===== config.mk =====
export PLATFORM = sky130hd
export DESIGN_NAME = bus_uart_tx
export DESIGN_NICKNAME = d
export VERILOG_FILES = /design/src/rtl/uart_pkg.sv /design/src/rtl/sync_fifo.sv /design/src/rtl/bus_uart_tx.sv
export SDC_FILE = /design/constraint.sdc
export NUM_CORES = 1
export LEC_CHECK = 0
export BUFFER_PORTS_ARGS = -buffer_cell sky130_fd_sc_hd__buf_4
export CORE_ASPECT_RATIO = 1.2
export CORE_MARGIN = 3
export CORE_UTILIZATION = 40
export CTS_BUF_LIST = sky130_fd_sc_hd__clkbuf_2
export CTS_CLUSTER_SIZE = 12
export DETAILED_ROUTE_END_ITERATION = 8
export PLACE_DENSITY = 0.64
export SLEW_MARGIN = 20
export SYNTH_ARGS = -nofsm -noshare
export SYNTH_HDL_FRONTEND = slang
export SYNTH_SLANG_ARGS = --single-unit

===== constraint.sdc =====
create_clock -name clk -period 5 [get_ports clk]
set_input_delay 1.25 -clock clk [delete_from_list [all_inputs] [get_ports clk]]
set_output_delay 1.25 -clock clk [all_outputs]
set_load 0.005 [all_outputs]

===== src/rtl/uart_pkg.sv =====
// Shared definitions for the memory-mapped UART transmitter: FSM states,
// register offsets, STATUS bit positions and bus write-length encodings.
package uart_pkg;

    typedef enum logic [2:0] {
        ST_IDLE   = 3'd0,
        ST_START  = 3'd1,
        ST_DATA   = 3'd2,
        ST_PARITY = 3'd3,
        ST_STOP   = 3'd4
    } uart_state_e;

    localparam logic [3:0] OFF_TXDATA = 4'h0;
    localparam logic [3:0] OFF_STATUS = 4'h4;
    localparam logic [3:0] OFF_BAUD   = 4'h8;

    localparam int STAT_BUSY    = 0;
    localparam int STAT_FULL    = 1;
    localparam int STAT_EMPTY   = 2;
    localparam int STAT_OVF     = 3;
    localparam int STAT_PARITY  = 4;
    localparam int STAT_LVL_LSB = 8;

    localparam logic [2:0] WL_BYTE = 3'd1;
    localparam logic [2:0] WL_HALF = 3'd2;
    localparam logic [2:0] WL_WORD = 3'd4;

    function automatic logic wl_valid(input logic [2:0] wl);
        return (wl == WL_BYTE) || (wl == WL_HALF) || (wl == WL_WORD);
    endfunction

endpackage


===== src/rtl/sync_fifo.sv =====
// Single-clock FIFO with show-ahead read data; full/empty reflect the state
// before any same-cycle push or pop, so a push while full is always dropped.
module sync_fifo #(
    parameter int WIDTH = 8,
    parameter int DEPTH = 8
) (
    input  logic                     clk,
    input  logic                     reset,
    input  logic                     push_i,
    input  logic [WIDTH-1:0]         push_data_i,
    input  logic                     pop_i,
    output logic [WIDTH-1:0]         pop_data_o,
    output logic                     full_o,
    output logic                     empty_o,
    output logic [$clog2(DEPTH):0]   level_o
);

    localparam int AW    = $clog2(DEPTH);
    localparam int LVL_W = AW + 1;

    logic [WIDTH-1:0] mem [DEPTH];
    logic [AW:0]      wr_ptr_q, wr_ptr_d;
    logic [AW:0]      rd_ptr_q, rd_ptr_d;
    logic             push_ok;
    logic             pop_ok;

    // Extra pointer bit distinguishes full from empty when the indices match.
    assign level_o    = wr_ptr_q - rd_ptr_q;
    assign full_o     = (level_o == LVL_W'(DEPTH));
    assign empty_o    = (level_o == '0);
    assign push_ok    = push_i && !full_o;
    assign pop_ok     = pop_i && !empty_o;
    assign pop_data_o = mem[rd_ptr_q[AW-1:0]];

    always_comb begin
        wr_ptr_d = wr_ptr_q;
        rd_ptr_d = rd_ptr_q;
        if (push_ok) begin
            wr_ptr_d = wr_ptr_q + 1'b1;
        end
        if (pop_ok) begin
            rd_ptr_d = rd_ptr_q + 1'b1;
        end
    end

    always_ff @(posedge clk) begin
        if (push_ok) begin
            mem[wr_ptr_q[AW-1:0]] <= push_data_i;
        end
    end

    always_ff @(posedge clk or posedge reset) begin
        if (reset) begin
            wr_ptr_q <= '0;
            rd_ptr_q <= '0;
        end else begin
            wr_ptr_q <= wr_ptr_d;
            rd_ptr_q <= rd_ptr_d;
        end
    end

endmodule


===== src/rtl/bus_uart_tx.sv =====
// Memory-mapped UART transmitter (8N1, LSB first) with TX FIFO and baud divider.
// Define UART_TX_PARITY_EN to insert an even-parity bit between data and stop.
module bus_uart_tx
    import uart_pkg::*;
#(
    parameter logic [31:0] BASE_ADDR   = 32'h1000_0000,
    parameter int          FIFO_DEPTH  = 8,
    parameter logic [15:0] DEFAULT_DIV = 16'd434
) (
    input  logic        clk,
    input  logic        reset,
    input  logic [31:0] i_bus_address,
    input  logic [31:0] i_bus_wr_data,
    input  logic        i_bus_wr_enable,
    input  logic [2:0]  i_bus_write_length,
    output logic [31:0] o_bus_read_data,
    output logic        o_bus_hit,
    output logic        o_tx
);

`ifdef UART_TX_PARITY_EN
    localparam logic PARITY_PRESENT = 1'b1;
`else
    localparam logic PARITY_PRESENT = 1'b0;
`endif

    localparam int LVL_W = $clog2(FIFO_DEPTH) + 1;

    uart_state_e  state_q, state_d;
    logic [15:0]  baud_q, baud_d;
    logic [15:0]  cnt_q, cnt_d;
    logic [2:0]   bit_idx_q, bit_idx_d;
    logic [7:0]   shift_q, shift_d;
    logic         parity_q, parity_d;
    logic         tx_q, tx_d;
    logic         ovf_q, ovf_d;

    logic [3:0]       offset;
    logic             wr_ok;
    logic             wr_txdata;
    logic             wr_status;
    logic             wr_baud;
    logic [15:0]      baud_wr_val;
    logic             bit_end;
    logic             load_frame;
    logic [7:0]       fifo_rd_data;
    logic             fifo_full;
    logic             fifo_empty;
    logic [LVL_W-1:0] fifo_level;
    logic [31:0]      status_word;
    logic             unused_bits;

    // ---------------- address decode ----------------
    assign offset    = i_bus_address[3:0];
    assign o_bus_hit = (i_bus_address[31:4] == BASE_ADDR[31:4]);
    assign wr_ok     = i_bus_wr_enable && o_bus_hit && wl_valid(i_bus_write_length);
    assign wr_txdata = wr_ok && (offset == OFF_TXDATA);
    assign wr_status = wr_ok && (offset == OFF_STATUS);
    assign wr_baud   = wr_ok && (offset == OFF_BAUD);

    assign unused_bits = ^{i_bus_wr_data[31:16], parity_q};

    sync_fifo #(
        .WIDTH (8),
        .DEPTH (FIFO_DEPTH)
    ) u_fifo (
        .clk         (clk),
        .reset       (reset),
        .push_i      (wr_txdata),
        .push_data_i (i_bus_wr_data[7:0]),
        .pop_i       (load_frame),
        .pop_data_o  (fifo_rd_data),
        .full_o      (fifo_full),
        .empty_o     (fifo_empty),
        .level_o     (fifo_level)
    );

    // ---------------- register file ----------------
    always_comb begin
        baud_wr_val = (i_bus_write_length == WL_BYTE) ?
                      {baud_q[15:8], i_bus_wr_data[7:0]} : i_bus_wr_data[15:0];
        baud_d = baud_q;
        if (wr_baud) begin
            baud_d = (baud_wr_val == 16'd0) ? 16'd1 : baud_wr_val;
        end
        ovf_d = ovf_q;
        if (wr_status && i_bus_wr_data[STAT_OVF]) begin
            ovf_d = 1'b0;
        end
        if (wr_txdata && fifo_full) begin
            ovf_d = 1'b1;
        end
    end

    always_comb begin
        status_word                           = '0;
        status_word[STAT_BUSY]                = (state_q != ST_IDLE);
        status_word[STAT_FULL]                = fifo_full;
        status_word[STAT_EMPTY]               = fifo_empty;
        status_word[STAT_OVF]                 = ovf_q;
        status_word[STAT_PARITY]              = PARITY_PRESENT;
        status_word[STAT_LVL_LSB +: 4]        = 4'(fifo_level);
    end

    always_comb begin
        o_bus_read_data = '0;
        if (o_bus_hit) begin
            case (offset)
                OFF_STATUS: o_bus_read_data = status_word;
                OFF_BAUD:   o_bus_read_data = {16'd0, baud_q};
                default:    o_bus_read_data = '0;
            endcase
        end
    end

    // ---------------- transmit FSM ----------------
    // Counter runs BAUD_DIV..1 and reloads from the live divider at every bit boundary.
    assign bit_end = (cnt_q == 16'd1);

    always_comb begin
        state_d    = state_q;
        cnt_d      = cnt_q;
        bit_idx_d  = bit_idx_q;
        shift_d    = shift_q;
        parity_d   = parity_q;
        tx_d       = tx_q;
        load_frame = 1'b0;

        if (state_q != ST_IDLE) begin
            cnt_d = bit_end ? baud_q : (cnt_q - 16'd1);
        end

        case (state_q)
            ST_IDLE: begin
                tx_d = 1'b1;
                if (!fifo_empty) begin
                    load_frame = 1'b1;
                end
            end
            ST_START: begin
                if (bit_end) begin
                    state_d   = ST_DATA;
                    bit_idx_d = 3'd0;
                    tx_d      = shift_q[0];
                end
            end
            ST_DATA: begin
                if (bit_end) begin
                    if (bit_idx_q == 3'd7) begin
`ifdef UART_TX_PARITY_EN
                        state_d = ST_PARITY;
                        tx_d    = parity_q;
`else
                        state_d = ST_STOP;
                        tx_d    = 1'b1;
`endif
                    end else begin
                        bit_idx_d = bit_idx_q + 3'd1;
                        shift_d   = shift_q >> 1;
                        tx_d      = shift_q[1];
                    end
                end
            end
`ifdef UART_TX_PARITY_EN
            ST_PARITY: begin
                if (bit_end) begin
                    state_d = ST_STOP;
                    tx_d    = 1'b1;
                end
            end
`endif
            ST_STOP: begin
                if (bit_end) begin
                    if (!fifo_empty) begin
                        load_frame = 1'b1;
                    end else begin
                        state_d = ST_IDLE;
                        tx_d    = 1'b1;
                    end
                end
            end
            default: begin
                state_d = ST_IDLE;
                tx_d    = 1'b1;
            end
        endcase

        // Starting a frame from IDLE or straight out of STOP: no idle gap.
        if (load_frame) begin
            state_d  = ST_START;
            cnt_d    = baud_q;
            shift_d  = fifo_rd_data;
            parity_d = ^fifo_rd_data;
            tx_d     = 1'b0;
        end
    end

    always_ff @(posedge clk or posedge reset) begin
        if (reset) begin
            state_q   <= ST_IDLE;
            baud_q    <= DEFAULT_DIV;
            cnt_q     <= 16'd1;
            bit_idx_q <= 3'd0;
            shift_q   <= 8'd0;
            parity_q  <= 1'b0;
            tx_q      <= 1'b1;
            ovf_q     <= 1'b0;
        end else begin
            state_q   <= state_d;
            baud_q    <= baud_d;
            cnt_q     <= cnt_d;
            bit_idx_q <= bit_idx_d;
            shift_q   <= shift_d;
            parity_q  <= parity_d;
            tx_q      <= tx_d;
            ovf_q     <= ovf_d;
        end
    end

    assign o_tx = tx_q;

endmodule


==> flow_metrics.tcl <==
set metrics [dict create \
    drtPass1Iterations 4 \
    clock_latency_ps 680 \
    fp-row-count 48 \
    setup_tns_ps 0 \
    die-area_um2 16400 \
    setup_viol 0 \
    whs_path_depth 1 \
    multi_input_area_um2 2440 \
    nets 642 \
    cts_hold_buffers 0 \
    yosysUniqueCellTypes 64 \
    path_max_fanout 10 \
    grtUsageMet2_pct 29.9 \
    grt_pass1_wl_um 22000 \
    grtUsageMet1_pct 20.5 \
    cts_buffers 17 \
    antenna_cells 0 \
    status "complete, no violations" \
    fmax_mhz 215 \
    cts-htree-levels 4 \
    critPathArrivalTime_ps 3400 \
    grt_overflow_total 0 \
    hold-path-endpoint "shift_q[3]$_DFFE_PP0P_" \
    viasPerCell 5.26 \
    ys.flop_type "edfxtp_1" \
    clk_pin_slew_ps 200 \
    r2r_cells 9 \
    cts_tree "yes" \
    final_util_pct 48.3 \
    synth_edf_count 64 \
    cts_resized 0 \
    grt.met3_usage_pct 3.54 \
    clock-sinks 120 \
    fill_cells 1263 \
    synth_seq_area_share_pct 55.9 \
    critPathCaptureType "output port" \
    critPathKind "reg2out" \
    vias 4079 \
    cellPowerDensity_nw_per_um2 268 \
    report.final.slew_viol_count 0 \
    max_slew_margin_pct 44.4 \
    setup.worst_path.start "u_fifo.rd_ptr_q[2]$_DFFE_PP0P_" \
    hold_viol 0 \
    crit_required_ps 3750 \
    drc 0 \
    grt_pass1_vias 4216 \
    grt.total_usage_pct 17.0 \
    avgSynthCellArea_um2 12.4 \
    antenna_found_initial 0 \
    final_common_cell "buf_4" \
    r2r_slack_ps 1180 \
    worst_pin_slew_ps 828 \
    die_h_um 140 \
    synthCells 482 \
    die_x_um 117 \
    grt_start_max_net_pins 57 \
    r2r-end "u_fifo.mem[4][6]$_DFFE_PP_" \
    min_from "shift_q[4]$_DFFE_PP0P_" \
    fin_crit_sh_pct 93.0 \
    maxCapViolations 0 \
    wire_per_inst_um 17.1 \
    seq_area_um2 3330 \
    drive_above_1_share_pct 28.9 \
    startpoint_type "register" \
    placed_cell_area_um2 6670 \
    yosysWarnings 0 \
    async_flop_share_pct 46.7 \
    totalWireLength_um 13300 \
    irDropWorstVdd_mv 0.356 \
    synthesis.area_um2 5960 \
    ant_nets 0 \
    io_pins 104 \
    rsz0062_at_grt "no" \
    area_growth_pct 17.2 \
    port-buffer-count 71 \
    ys_ff_latch 120 \
    skew_ps 28.8 \
    coreArea_um2 14500 \
    layout_min_cycle_time_ps 4650 \
    cts_buffer_depth 2 \
    cts-root-buf "clkbuf_2" \
    drt_iter0_drc 181 \
    gp_congestion 0.787 \
    total_leakage_power_uw 0.00288 \
    fin_area_um2 6990 \
    final_cell_mix "buf_4, edfxtp_1, dfrtp_1" \
    busiest_layer "met2" \
    start_util_pct 41.2 \
    rr_startpoint "u_fifo.rd_ptr_q[2]$_DFFE_PP0P_" \
    hp-class "reg2reg" \
    hpwl_um 9670 \
    post_cts.repair.setup_buffers 0 \
]
worst max-delay path by stage:
stage                                endpoint  slack [ps]
after global routing       o_bus_read_data[2]          30
after detailed placement  o_bus_read_data[13]         960
after CTS                  o_bus_read_data[2]         270
final                      o_bus_read_data[2]         350
after floorplan            o_bus_read_data[2]        1260
after global placement    o_bus_read_data[14]        1070
logic make-up after synthesis:
| kind of cell | count (synthesis) | synth area share (%) |
|---|---|---|
| AO/OA/AOI/OAI | 87 | 9.53 |
| adder cells (fa/ha/maj) | 10 | 2.22 |
| XOR/XNOR | 11 | 1.62 |
| other | 1 | 0.0629 |
| multiplexers | 44 | 11.1 |
| buffers and inverters | 47 | 4.11 |
| flip-flops | 120 | 55.9 |
| AND/OR/NAND/NOR | 162 | 15.5 |
routing by layer:
metal | vias to the layer above | routed length (um)
li1 | 1958 | -
met1 | 1992 | 5600
met2 | 106 | 6900
met3 | 23 | 529
met4 | 0 | 240
met5 | - | 0
final cells by class:
| cell class | count | share of cell area [%] |
|---|---|---|
| clock buffer | 18 | 1.29 |
| clock inverter | 14 | 3.19 |
| inverter | 13 | 0.699 |
| multi-input combinational | 330 | 34.9 |
| sequential | 120 | 47.7 |
| tap | 200 | 3.58 |
| timing repair buffer | 80 | 8.60 |
flip-flops by register name, summed over array words and instances, names as in the netlist, 3 cells and up:
name and flops:
shift_q 8, u_fifo.wr_ptr_q 4, baud_q 16, u_fifo.rd_ptr_q 4, state_q 3, u_fifo.mem 64
cnt_q 16, bit_idx_q 3
power by group:
| part | leakage (uW) | internal [uW] | total, uW | switching [uW] |
|---|---|---|---|---|
| logic | 0.00146 | 31.1 | 65.1 | 34.0 |
| registers | 0.00124 | 1040 | 1040 | 0.000138 |
| clock network | 0.000175 | 386 | 767 | 382 |
| total | 0.00288 | 1460 | 1880 | 416 |
metrics by stage:
step                worst slack [ps]  hold WS (ps)  power, uW  std cells
floorplan                       1260           454       1090        497
global placement                1070           472       1130        743
detailed placement               961           485       1130        743
CTS                              265           507       1900        775
global route                    26.1           536       1950        775
finish                           348           500       1880        775
Yosys cell counts, types with 12 or more instances:
cell type	count	area [um^2]
edfxtp_1	64	1920
dfrtp_1	49	1230
nand2_1	37	139
nor2_1	35	131
o21ai_0	25	125
a21oi_1	23	115
buf_4	17	128
mux2_2	16	180
mux4_2	16	360
nor3_1	16	80.1
nor4_1	13	81.3
clkbuf_1	12	45.0
inv_1	12	45.0
mux2i_1	12	120
worst max-delay path: stages (launching register included):
cell	delay, ps
dfrtp_1	620
clkinv_1	400
ha_1	480
and3b_1	220
nor3_1	300
o21ai_2	180
nand2b_1	190
a21oi_1	190
buf_4	150
Note: power is estimated with default switching activity, not from simulation.
